--- src/rtl/fetch_pkg.sv ---
// fetch_pkg: shared types and per-program address tables for fetch_sequencer.
//   br_mode_e : branch mode decoded from BrMode (abs-cond, rel-cond, call, return)
//   state_e   : sequencer FSM states
//   START_ADDR/HALT_ADDR : entry and final PC of each selectable program
package fetch_pkg;

  localparam int FETCH_PC_W       = 10;
  localparam int FETCH_NUM_PROGS  = 4;
  localparam int FETCH_LINK_DEPTH = 4;

  typedef enum logic [1:0] {
    BR_ABS  = 2'b00,
    BR_REL  = 2'b01,
    BR_CALL = 2'b10,
    BR_RET  = 2'b11
  } br_mode_e;

  typedef enum logic [1:0] {
    ST_IDLE    = 2'b00,
    ST_RUN     = 2'b01,
    ST_HALTED  = 2'b10
  } state_e;

  // Program map for the default build (PC_W=10, four programs).
  localparam logic [FETCH_PC_W-1:0] START_ADDR [FETCH_NUM_PROGS] =
    '{10'h000, 10'h100, 10'h200, 10'h300};
  localparam logic [FETCH_PC_W-1:0] HALT_ADDR [FETCH_NUM_PROGS] =
    '{10'h031, 10'h10F, 10'h2FF, 10'h30F};

endpackage

--- src/rtl/fetch_sequencer_link_stack.sv ---
// link_stack: small LIFO holding return addresses.
//   CLK     : clock
//   clr_i   : synchronous clear of the pointer (contents become don't-care)
//   push_i  : write din_i at the top (ignored when full)
//   pop_i   : drop the top entry (ignored when empty)
//   din_i   : value to push
//   top_o   : current top entry, combinational
//   full_o  : DEPTH entries held
//   empty_o : no entries held
module link_stack #(
  parameter int DEPTH = 4,
  parameter int WIDTH = 10
) (
  input  logic             CLK,
  input  logic             clr_i,
  input  logic             push_i,
  input  logic             pop_i,
  input  logic [WIDTH-1:0] din_i,
  output logic [WIDTH-1:0] top_o,
  output logic             full_o,
  output logic             empty_o
);

  localparam int ADDR_W = $clog2(DEPTH);
  localparam int PTR_W  = ADDR_W + 1;

  logic [PTR_W-1:0]  ptr_q, ptr_d;
  logic [WIDTH-1:0]  mem_q [DEPTH];
  logic [ADDR_W-1:0] wr_idx, rd_idx;

  assign full_o  = (ptr_q == PTR_W'(DEPTH));
  assign empty_o = (ptr_q == '0);
  assign wr_idx  = ptr_q[ADDR_W-1:0];
  // Wraps correctly when full: low bits are 0, minus one gives DEPTH-1.
  assign rd_idx  = ptr_q[ADDR_W-1:0] - ADDR_W'(1);
  assign top_o   = mem_q[rd_idx];

  always_comb begin
    // NOTE: every always_comb output gets a default first so no path leaves it unassigned (no latch).
    ptr_d = ptr_q;
    if (clr_i) begin
      ptr_d = '0;
    end else if (push_i && !full_o) begin
      ptr_d = ptr_q + PTR_W'(1);
    end else if (pop_i && !empty_o) begin
      ptr_d = ptr_q - PTR_W'(1);
    end
  end

  // NOTE: state registers use non-blocking assignment so every flop samples pre-edge values.
  always_ff @(posedge CLK) begin
    ptr_q <= ptr_d;
  end

  // NOTE: the storage array is deliberately not reset; only the pointer defines validity.
  always_ff @(posedge CLK) begin
    if (!clr_i && push_i && !full_o) begin
      mem_q[wr_idx] <= din_i;
    end
  end

endmodule

--- src/rtl/fetch_sequencer.sv ---
// fetch_sequencer: next-PC generator for instruction fetch.
//   CLK, Init       : clock and synchronous active-high reset
//   Start, ProgSel  : launch program ProgSel from its start address
//   Stall           : freeze everything this cycle (Start still wins)
//   Branch_en, FLAG_IN, BrMode, Target : branch/call/return request
//   PC              : registered fetch address
//   Halt, Running   : sticky program-finished flag, FSM-in-RUN flag
//   StackErr        : sticky link-stack overflow/underflow
module fetch_sequencer
  import fetch_pkg::*;
#(
  parameter int PC_W       = FETCH_PC_W,
  parameter int NUM_PROGS  = FETCH_NUM_PROGS,
  parameter int LINK_DEPTH = FETCH_LINK_DEPTH
) (
  input  logic                         CLK,
  input  logic                         Init,
  input  logic                         Start,
  input  logic [$clog2(NUM_PROGS)-1:0] ProgSel,
  input  logic                         Stall,
  input  logic                         Branch_en,
  input  logic                         FLAG_IN,
  input  logic [1:0]                   BrMode,
  input  logic [PC_W-1:0]              Target,
  output logic [PC_W-1:0]              PC,
  output logic                         Halt,
  output logic                         Running,
  output logic                         StackErr
);

  localparam int PROG_W = $clog2(NUM_PROGS);

  state_e             state_q, state_d;
  logic [PC_W-1:0]    pc_q, pc_d;
  logic [PROG_W-1:0]  prog_q, prog_d;
  logic               halt_q, halt_d;
  logic               err_q, err_d;

  logic               push, pop;
  logic [PC_W-1:0]    stk_top;
  logic               stk_full, stk_empty;
  logic [PC_W-1:0]    pc_inc;
  logic               taken;
  br_mode_e           mode;

  assign pc_inc = pc_q + PC_W'(1);
  assign mode   = br_mode_e'(BrMode);

  link_stack #(
    .DEPTH (LINK_DEPTH),
    .WIDTH (PC_W)
  ) u_link_stack (
    .CLK     (CLK),
    .clr_i   (Init | Start),
    .push_i  (push),
    .pop_i   (pop),
    .din_i   (pc_inc),
    .top_o   (stk_top),
    .full_o  (stk_full),
    .empty_o (stk_empty)
  );

  always_comb begin
    state_d = state_q;
    pc_d    = pc_q;
    prog_d  = prog_q;
    halt_d  = halt_q;
    err_d   = err_q;
    push    = 1'b0;
    pop     = 1'b0;
    taken   = 1'b0;

    if (Start) begin
      state_d = ST_RUN;
      pc_d    = PC_W'(START_ADDR[ProgSel]);
      prog_d  = ProgSel;
      halt_d  = 1'b0;
      err_d   = 1'b0;
    end else if (state_q == ST_RUN && !Stall) begin
      if (Branch_en) begin
        unique case (mode)
          BR_ABS: if (FLAG_IN) begin
            taken = 1'b1;
            pc_d  = Target;
          end
          BR_REL: if (FLAG_IN) begin
            taken = 1'b1;
            pc_d  = pc_q + Target;  // two's-complement offset, wraps naturally
          end
          BR_CALL: begin
            taken = 1'b1;
            pc_d  = Target;
            if (stk_full) err_d = 1'b1;
            else          push  = 1'b1;
          end
          BR_RET: begin
            // Underflowing return falls through but still counts as taken.
            taken = 1'b1;
            if (stk_empty) begin
              err_d = 1'b1;
              pc_d  = pc_inc;
            end else begin
              pop  = 1'b1;
              pc_d = stk_top;
            end
          end
          default: ;
        endcase
      end
      if (!taken) begin
        if (pc_q == PC_W'(HALT_ADDR[prog_q])) begin
          state_d = ST_HALTED;
          halt_d  = 1'b1;
        end else begin
          pc_d = pc_inc;
        end
      end
    end
  end

  always_ff @(posedge CLK) begin
    if (Init) begin
      state_q <= ST_IDLE;
      pc_q    <= '0;
      prog_q  <= '0;
      halt_q  <= 1'b0;
      err_q   <= 1'b0;
    end else begin
      state_q <= state_d;
      pc_q    <= pc_d;
      prog_q  <= prog_d;
      halt_q  <= halt_d;
      err_q   <= err_d;
    end
  end

  assign PC       = pc_q;
  assign Halt     = halt_q;
  assign Running  = (state_q == ST_RUN);
  assign StackErr = err_q;

endmodule

--- config.mk ---
export PLATFORM = sky130hd
export DESIGN_NAME = fetch_sequencer
export DESIGN_NICKNAME = d
export VERILOG_FILES = /design/src/rtl/fetch_pkg.sv /design/src/rtl/fetch_sequencer_link_stack.sv /design/src/rtl/fetch_sequencer.sv
export SDC_FILE = /design/constraint.sdc
export NUM_CORES = 1
export LEC_CHECK = 0
export ABC_AREA = 1
export ABC_CLOCK_PERIOD_IN_PS = 2550
export CORE_ASPECT_RATIO = 1.25
export CORE_UTILIZATION = 35
export CTS_BUF_LIST = sky130_fd_sc_hd__clkbuf_4
export DETAILED_ROUTE_END_ITERATION = 6
export GPL_TIMING_DRIVEN = 0
export PLACE_DENSITY_LB_ADDON = 0.3
export SLEW_MARGIN = 25
export SYNTH_ARGS = -nofsm -noshare
export SYNTH_HDL_FRONTEND = slang
export SYNTH_SLANG_ARGS = --single-unit
--- constraint.sdc ---
create_clock -name CLK -period 2.55 [get_ports CLK]
set_input_delay 0.255 -clock CLK [delete_from_list [all_inputs] [get_ports CLK]]
set_output_delay 0.255 -clock CLK [all_outputs]
set_load 0.05 [all_outputs]
==> Yosys cells after proc, flatten, opt, wreduce, memory -nomap -nowiden <==
Memories as Yosys holds them, arrays and structs flattened.
Index checks and enable logic that the tools add are counted.
{ "totals": {"input_bits": 20, "ramBits": 40, "n_memories": 1, "regBits": 18, "out_inout_bits": 13, "elab_cells": 89} }
{ "classes": {"n_reduce_logical": 21, "n_mux": 41, "eq_ne": 9, "magnitude_cmp": 2, "bitwise_logic": 4, "add_sub_neg": 5} }
{ "memory_table": {"columns": ["name", "words", "word_bits", "rd", "rd_ports_with_merged_regs", "wr", "line_no", "text"], "rows": [
  ["u_link_stack.mem_q", 4, 10, 1, 0, 1, "fetch_sequencer_link_stack.sv:28", "logic [WIDTH-1:0] mem_q [DEPTH];"]
]} }
{ "ops": {"columns": ["cell", "n"], "rows": [
  ["10-bit two-way mux", 12],
  ["10-bit binary-select mux with 2-bit select", 2],
  ["10-bit one-hot mux with 4 select lines", 1],
  ["1-bit two-way mux", 22],
  ["10-bit by 1-bit adder with 10-bit output (second input constant)", 1],
  ["10-bit adder", 1],
  ["10-bit == test", 1],
  ["2-bit nonzero test", 4],
  ["3-bit greater-or-equal comparator (second input constant)", 2],
  ["3-bit two-way mux", 2],
  ["2-bit inverter with 3-bit output", 2],
  ["3-bit AND reduction", 2],
  ["2-bit OR reduction", 3],
  ["1-bit logical AND", 5],
  ["5-bit AND reduction", 1],
  ["2-bit by 1-bit == test with 1-bit output (second input constant)", 2],
  ["2-bit == test (second input constant)", 2],
  ["1-bit logical NOT", 4],
  ["2-bit by 1-bit inequality test with 1-bit output (second input constant)", 2],
  ["1-bit one-hot mux with 2 select lines", 2],
  ["3-bit by 1-bit adder with 3-bit output (second input constant)", 1],
  ["3-bit == test (second input constant)", 1],
  ["3-bit logical NOT", 1],
  ["3-bit by 1-bit subtractor with 3-bit output (second input constant)", 1],
  ["other kinds (5)", 5]
]} }

==> Depth between registers and ports, before layout <==
Gate-level depths: netlist (run 1).
{ "logic_depth": {"word_depth": 10, "mapped_depth": 17, "depth_no_buf": 17} }

==> Modules after synthesis <==
From an unflattened synthesis (run 1), not the netlist that was laid out.
{ "hier_totals": {"cells_unflattened": 530, "area_unflattened_um2": 3928.8} }
{ "modules_own_cells": {"columns": ["module", "seq_area_each_um2", "area_per_inst_um2", "cells_per_inst", "instances"], "rows": [
  ["fetch_sequencer", 300.3, 2179.6, 392, 1],
  ["link_stack", 1261.2, 1749.2, 138, 1]
]} }

==> Worst setup path before layout (run 1) <==
Ideal clock, no wire load.
{ "synth_path": {"kind": "reg2reg", "from": "register u_link_stack.ptr_q[0]", "to": "memory u_link_stack.mem_q[2][0], enable pin", "required_time_ns": 2.174, "period_less_slack_ns": 2.387, "t_arrival_ns": 2.010, "path_stages_with_launch": 11, "path_slack_ns": 0.163, "n_path_buf": 2, "cell_sequence": "dfxtp_1 inv_2 buf_2 buf_4 ha_1 inv_2 o21ai_1 nand3b_2 inv_2 nand2_1 nor2_1"} }
{ "synth_via": {"elab_chain_len": 10, "word_cells_on_any_way": 11} }
{ "synth_lines": {"columns": ["element", "line_no", "text"], "rows": [
  ["from (decl)", "fetch_sequencer_link_stack.sv:27", "logic [PTR_W-1:0] ptr_q, ptr_d;"],
  ["from (signal assigned)", "fetch_sequencer_link_stack.sv:52", "ptr_q <= ptr_d;"],
  ["3-bit == test", "fetch_sequencer_link_stack.sv:31", "assign full_o = (ptr_q == PTR_W'(DEPTH));"],
  ["1-bit two-way mux", "fetch_sequencer.sv:93", "if (stk_full) err_d = 1'b1;"],
  ["1-bit two-way mux", "fetch_sequencer.sv:81", "unique case (mode)"],
  ["1-bit two-way mux", "fetch_sequencer.sv:80", "if (Branch_en) begin"],
  ["1-bit two-way mux", "fetch_sequencer.sv:79", "end else if (state_q == ST_RUN && !Stall) begin"],
  ["1-bit two-way mux", "fetch_sequencer.sv:73", "if (Start) begin"],
  ["1-bit logical AND (2 in a row)", "fetch_sequencer_link_stack.sv:57", "if (!clr_i && push_i && !full_o) begin"],
  ["1-bit two-way mux", "fetch_sequencer_link_stack.sv:57", null],
  ["1-bit two-way mux (not written as such)", "fetch_sequencer_link_stack.sv:58", "mem_q[wr_idx] <= din_i;"],
  ["to (decl)", "fetch_sequencer_link_stack.sv:28", null]
]} }
Several ways; a longest one is shown, not always the timed one.

==> impl_metrics.csv, run 1 <==
group,metric,value,unit
status,outcome,"complete, no violations",
final_layout,seqCellArea,1567,µm²
final_layout,diodes,0,
final_layout,final_net_count,598,
timing,rsz0062_at_grt,"false",
clocking,postCtsHoldBufs,0,
yosys,yosysMostFrequentCell,"nand2_1",
yosys,ys_top_cells_by_count,"nand2_1 (138), inv_1 (55), nor2_1 (45)",
timing,setup_slack,0.2096,ns
placement,io_buffers,29,
drt,antenna_left,0,
yosys,synth-simple-area-share,27.17,%
timing,min_period,2.340,ns
clocking,path_clk_slew,0.09,ns
final_layout,fillers,1080,
yosys,synth_seq_area_share,41.05,%
final_layout,final_core_util,42.92,%
setup_path,start_kind,"register",
yosys,yosysTopAreaCellShare,31.58,%
clocking,htree_levels,3,
yosys,synth.avg_cell_area,7.371,µm²
clocking,cts_tree,"built",
timing,slew_headroom,61.99,%
worst_hold_path,hp-class,"input pin to register",
floorplanning,start_util,36.01,%
floorplanning,row_count,42,
job,drv_cap,0,
drt,drc,0,
yosys,synth_edf_count,40,
placement,gp_congestion,0.9351,
drt,drt_pass1_iterations,5,
drt,routed_via_density,5.094,
yosys,synth_cells,516,
setup_path,cp-end-kind,"register",
floorplanning,die_x,95.24,µm
final_layout,area_delta_synth_final,19.18,%
drt,wl,10.66,mm
timing,clock_skew,0.01118,ns
final_layout,drive_gt1_share,12.35,%
timing,slew_viol_final,0,
yosys,yosys_warnings,0,
setup_path,worstSetupPathType,"register to register",
yosys,synth_top_flop_cell,"edfxtp_1",
timing,period_share,91.78,%
pwr,leakage,1.902,nW
final_layout,multi_input_area,1942,µm²
yosys,synth_cell_type_count,39,
timing,fmax,427.3,MHz
yosys,yosys-top-cells-area,"edfxtp_1 (32%), nand2_1 (14%), dfxtp_1 (9.5%), inv_1 (5.4%), ha_1 (4.6%)",
yosys,ys_ff_latch,58,
yosys,synth-compound-area-share,15.95,%
floorplanning,die_area,11290,µm²
timing,whs,0.3252,ns
global_route,grt_max_degree,12,
timing,tightest_slew,0.5701,ns
yosys,synthMuxAreaShare,0,%
global_route,grt_pass1_wl,17.42,mm
clocking,clockBufferDepth,2,
drt,wl_per_cell,15.26,µm
timing,setup_viol,0,
placement,place_ws,-0.4835,ns
placement,dpl.hpwl,8.303,mm
clocking,cts_buffers,9,
floorplanning,core,10560,µm²
yosys,synth_fa_ha_area_share,5.658,%
yosys,synth_top_area_cell,"edfxtp_1",
drt,drtIter0Drc,203,
global_route,track_usage,20.62,%
drt,via_count,3561,
clocking,root_buffer,"clkbuf_4",
setup_path,cp_data_arrival_time,2.47,ns
global_route,overflow,0,
yosys,synth.cell_area,3804,µm²
setup_path,path_max_fanout,8,
clocking,clock-sinks,58,
global_route,grt_pass1_vias,3519,
floorplanning,die_y,118.6,µm
yosys,synthXorXnorAreaFrac,1.151,%
yosys,synthArstFlopShare,0,%
timing,hold_viol_final,0,
global_route,antenna_found_initial,0,
pwr,peakVddDrop,0.1655,mV
pwr,total_power,1.944,mW
clocking,insertion_delay,0.41,ns
floorplanning,io_pins,33,
timing,fin_setup_tns,0,ns
yosys,synthesis.nets,552,
yosys,synth_top_family_by_area,"simple AND/OR/NAND/NOR gates",
pwr,powerDensity,428.9,nW/µm²
setup_path,cp.required,2.68,ns
[per-stage QoR]
step | area [µm²] | std cells
2_1_floorplan | 3804 | 516
3_5_place_dp | 4259 | 677
4_1_cts | 4516 | 700
3_3_place_gp | 4259 | 677
6_report | 4533 | 699
5_1_grt | 4533 | 699
[power by group]
| part | internal (mW) | total (mW) | switching, mW |
|---|---|---|---|
| Combinational | 0.102 | 0.286 | 0.184 |
| Sequential | 1.00 | 1.02 | 0.0128 |
| Clock | 0.326 | 0.641 | 0.315 |
| Total | 1.43 | 1.94 | 0.511 |
[cells in the final DEF, fill, tap and decap left out, types with 16 or more instances in the layout]
master           instances
edfxtp_1                40
inv_1                   54
o21ai_0                 33
nand2_1                138
nor2_1                  41
inv_2                   16
o21ai_1                 20
clkdlybuf4s50_1         29
nand3_1                 34
dfxtp_1                 16
a21oi_1                 33
[registers in the layout, summed over array words and instances (netlist names)]
register	count
prog_q	2
u_link_stack.mem_q	40
state_q	1
PC	10
u_link_stack.ptr_q	3
StackErr	1
Halt	1
[layout make-up]
class / instances / share of cell area (%)
multi-input combinational: 371 / 42.84
sequential: 58 / 34.56
timing repair buffer: 36 / 8.391
inverter: 74 / 6.183
tap: 132 / 3.643
clock buffer: 12 / 1.987
buffer: 12 / 1.435
clock inverter: 4 / 0.9660
[layer usage]
metal  up-vias  global-route usage, %  share of wire [%]
li1       1805                      -                  -
met1      1634                  24.41                 42
met2       101                  35.04                 52
met3        21                  3.990                3.8
met4         0                  9.754                3.0
met5         -                      0                  0
[logic make-up after synthesis]
kind of cell / count (synthesis)
xor gates and xnor gates: 5
buffers and inverters: 87
AOI/OAI and AO/OA: 109
DFF: 58
and+or+nand+nor: 241
adders and majority gates: 16
[worst max-delay path, cell delays in order, from the launching register on]
cell	delay, ns
dfxtp_1	0.35
nor3_2	0.48
inv_2	0.11
nor2_4	0.25
nand3b_2	0.18
inv_2	0.08
nand2_1	0.23
nor2_4	0.23
buf_4	0.15
[worst paths after layout]
check	startpoint	endpoint	slack, ns	depth (start not counted)
setup / recovery	Halt$_SDFFE_PP0P_	u_link_stack.mem_q[3][6]$_DFFE_PP_	0.21	8
hold / removal	Init	PC[7]$_SDFFE_PP0P_	0.33	2
setup reg to reg	Halt$_SDFFE_PP0P_	u_link_stack.mem_q[3][6]$_DFFE_PP_	0.21	8
hold reg to reg	StackErr$_SDFFE_PP0P_	StackErr$_SDFFE_PP0P_	0.46	2
[repair_timing]
item / 4_1_cts / 5_1_grt
endpoints found under the setup margin: 50 / 52
gates resized for setup: 10 / 8
pin swaps: 4 / 0
buffers inserted: 7 / 0
(Power assumes the default switching activity.)
==> run 2: changes to the inputs <==
Settings changed: CTS_BUF_LIST sky130_fd_sc_hd__clkbuf_4 to not set.
==> impl_metrics.csv, run 2 (synthesis results as in run 1) <==
group,metric,value,unit
clocking,cts_tree,"built",
global_route,grt_pass1_vias,3565,
pwr,p_int,1.858,mW
clocking,postCtsHoldBufs,0,
setup_path,start_kind,"input pin",
timing,fin_setup_tns,0,ns
clocking,root_buffer,"clkbuf_16",
drt,drtIter0Drc,229,
setup_path,reg2reg_from,"Halt$_SDFFE_PP0P_",
clocking,path_clk_slew,0.05,ns
job,drv_cap,0,
setup_path,reg2reg_setup_slack,0.22,ns
setup_path,cp_data_arrival_time,2.64,ns
floorplanning,row_count,42,
placement,io_buffers,29,
placement,dpl.hpwl,8.303,mm
floorplanning,io_pins,33,
timing,hold_viol_final,0,
pwr,powerDensity,518.0,nW/µm²
pwr,p_sw,0.5659,mW
global_route,track_usage,20.73,%
placement,placed_cells,677,
drt,wl,10.73,mm
timing,fmax,411.0,MHz
setup_path,r2r_end,"u_link_stack.mem_q[3][8]$_DFFE_PP_",
global_route,grt_pass1_wl,17.51,mm
final_layout,diodes,0,
drt,drc,0,
setup_path,cp-end-kind,"register",
clocking,cts_buffers,9,
setup_path,startpoint,"Target[0]",
global_route,overflow,0,
timing,whs,0.4198,ns
final_layout,largest_reg_flops,40,
floorplanning,die_area,11290,µm²
placement,gp_congestion,0.9351,
clocking,htree_levels,3,
drt,wl_per_cell,15.35,µm
timing,slew_viol_final,0,
final_layout,area_delta_synth_final,23.03,%
clocking,insertion_delay,0.32,ns
global_route,antenna_found_initial,0,
worst_hold_path,hold_end,"PC[8]$_SDFFE_PP0P_",
drt,routed_via_density,5.079,
final_layout,final_common_cell,"nand2_1",
setup_path,worstSetupPathType,"input pin to register",
pwr,leakage,1.962,nW
setup_path,reg2reg_depth,8,
timing,tightest_slew,0.5804,ns
drt,antenna_left,0,
drt,drt_pass1_iterations,4,
timing,clock_skew,0.007396,ns
pwr,seqPwrFrac,42.1,%
drt,via_count,3550,
pwr,total_power,2.424,mW
pwr,switching_share,23.35,%
setup_path,cp.required,2.76,ns
worst_hold_path,min-delay-start,"Init",
pwr,peakVddDrop,0.4200,mV
setup_path,path_max_fanout,4,
timing,slew_headroom,61.31,%
global_route,grt_max_degree,12,
timing,setup_viol,0,
final_layout,max_flop_register,"u_link_stack.mem_q",
final_layout,mostFrequentLayoutCells,"nand2_1 (138), inv_1 (54), nor2_1 (41)",
clocking,clock-sinks,58,
worst_hold_path,hp-class,"input pin to register",
floorplanning,core,10560,µm²
pwr,p_clk_share,46.0,%
floorplanning,die_x,95.24,µm
final_layout,drive_gt1_share,11.82,%
floorplanning,die_y,118.6,µm
clocking,clockBufferDepth,2,
timing,min_period,2.433,ns
final_layout,final_net_count,598,
worst_hold_path,holdPathStages,2,
floorplanning,start_util,36.01,%
status,outcome,"complete, no violations",
final_layout,stdcell_count,699,
pwr,power_frac_comb,11.8,%
timing,period_share,95.41,%
-- run 2: metal layers --
layer	routed length [µm]	part of all wire [%]	global-route usage, %
met1	4578	43	24.24
met2	5483	51	34.60
met3	285	2.7	4.054
met4	382	3.6	11.74
met5	0	0	0
-- run 2: worst max-delay path, cell delays in order --
cell and delay, ns:
clkdlybuf4s50_1 0.57, ha_4 0.19, inv_1 0.05, fa_1 0.38, inv_1 0.09, nand3_1 0.07, nand2_1 0.14, nand2_1 0.09
o21ai_0 0.20, a21boi_0 0.11, o21ai_0 0.14, nand3_1 0.11, nand2_1 0.08, nand2_1 0.06, nand3_1 0.06, nand2_1 0.05
-- run 2: layout make-up --
class                   count  area [µm²]
repair buffers             36       380.4
flip-flops and latches     58        1567
inverters                  74       280.3
plain buffers              12       65.06
fillers                  1052        5883
well taps                 132       165.2
multi-input cells         371        1942
clock buffers              12       236.5
clock inverters             4       43.79
-- run 2: timing repair --
action / 4_1_cts / 5_1_grt
pin swaps: 4 / 0
buffers inserted: 7 / 0
resized for setup: 10 / 8
setup endpoints to repair: 49 / 52
cloned: 0 / 0
-- run 2: how the worst max path moves through the flow --
stage | depth (start not counted) | slack (ns) | to
4_1_cts | 15 | 0.03 | PC[8]$_SDFFE_PP0P_
3_3_place_gp | 8 | -0.48 | u_link_stack.mem_q[0][0]$_DFFE_PP_
3_5_place_dp | 8 | -0.48 | u_link_stack.mem_q[1][0]$_DFFE_PP_
6_report | 16 | 0.12 | PC[6]$_SDFFE_PP0P_
5_1_grt | 16 | -0.0003 | PC[6]$_SDFFE_PP0P_
2_1_floorplan | 10 | 0.16 | u_link_stack.mem_q[2][0]$_DFFE_PP_
-- run 2: through the flow --
| step | setup WS, ns | cell area [µm²] | utilization (%) |
|---|---|---|---|
| 2_1_floorplan | 0.1634 | 3804 | - |
| 3_3_place_gp | -0.4825 | 4259 | 40.32 |
| 3_5_place_dp | -0.4835 | 4259 | 40.32 |
| 4_1_cts | 0.03039 | 4662 | 44.14 |
| 5_1_grt | -0.0003180 | 4679 | 44.30 |
| 6_report | 0.1170 | 4679 | 44.30 |
-- run 2: power groups by stage --
stage               Clock, mW  Combinational, mW  Sequential (mW)
floorplan                   0              0.173             1.05
global placement            0              0.278             1.04
detailed placement          0              0.281             1.04
CTS                      1.13              0.283             1.02
global route             1.18              0.318             1.02
finish                   1.12              0.286             1.02
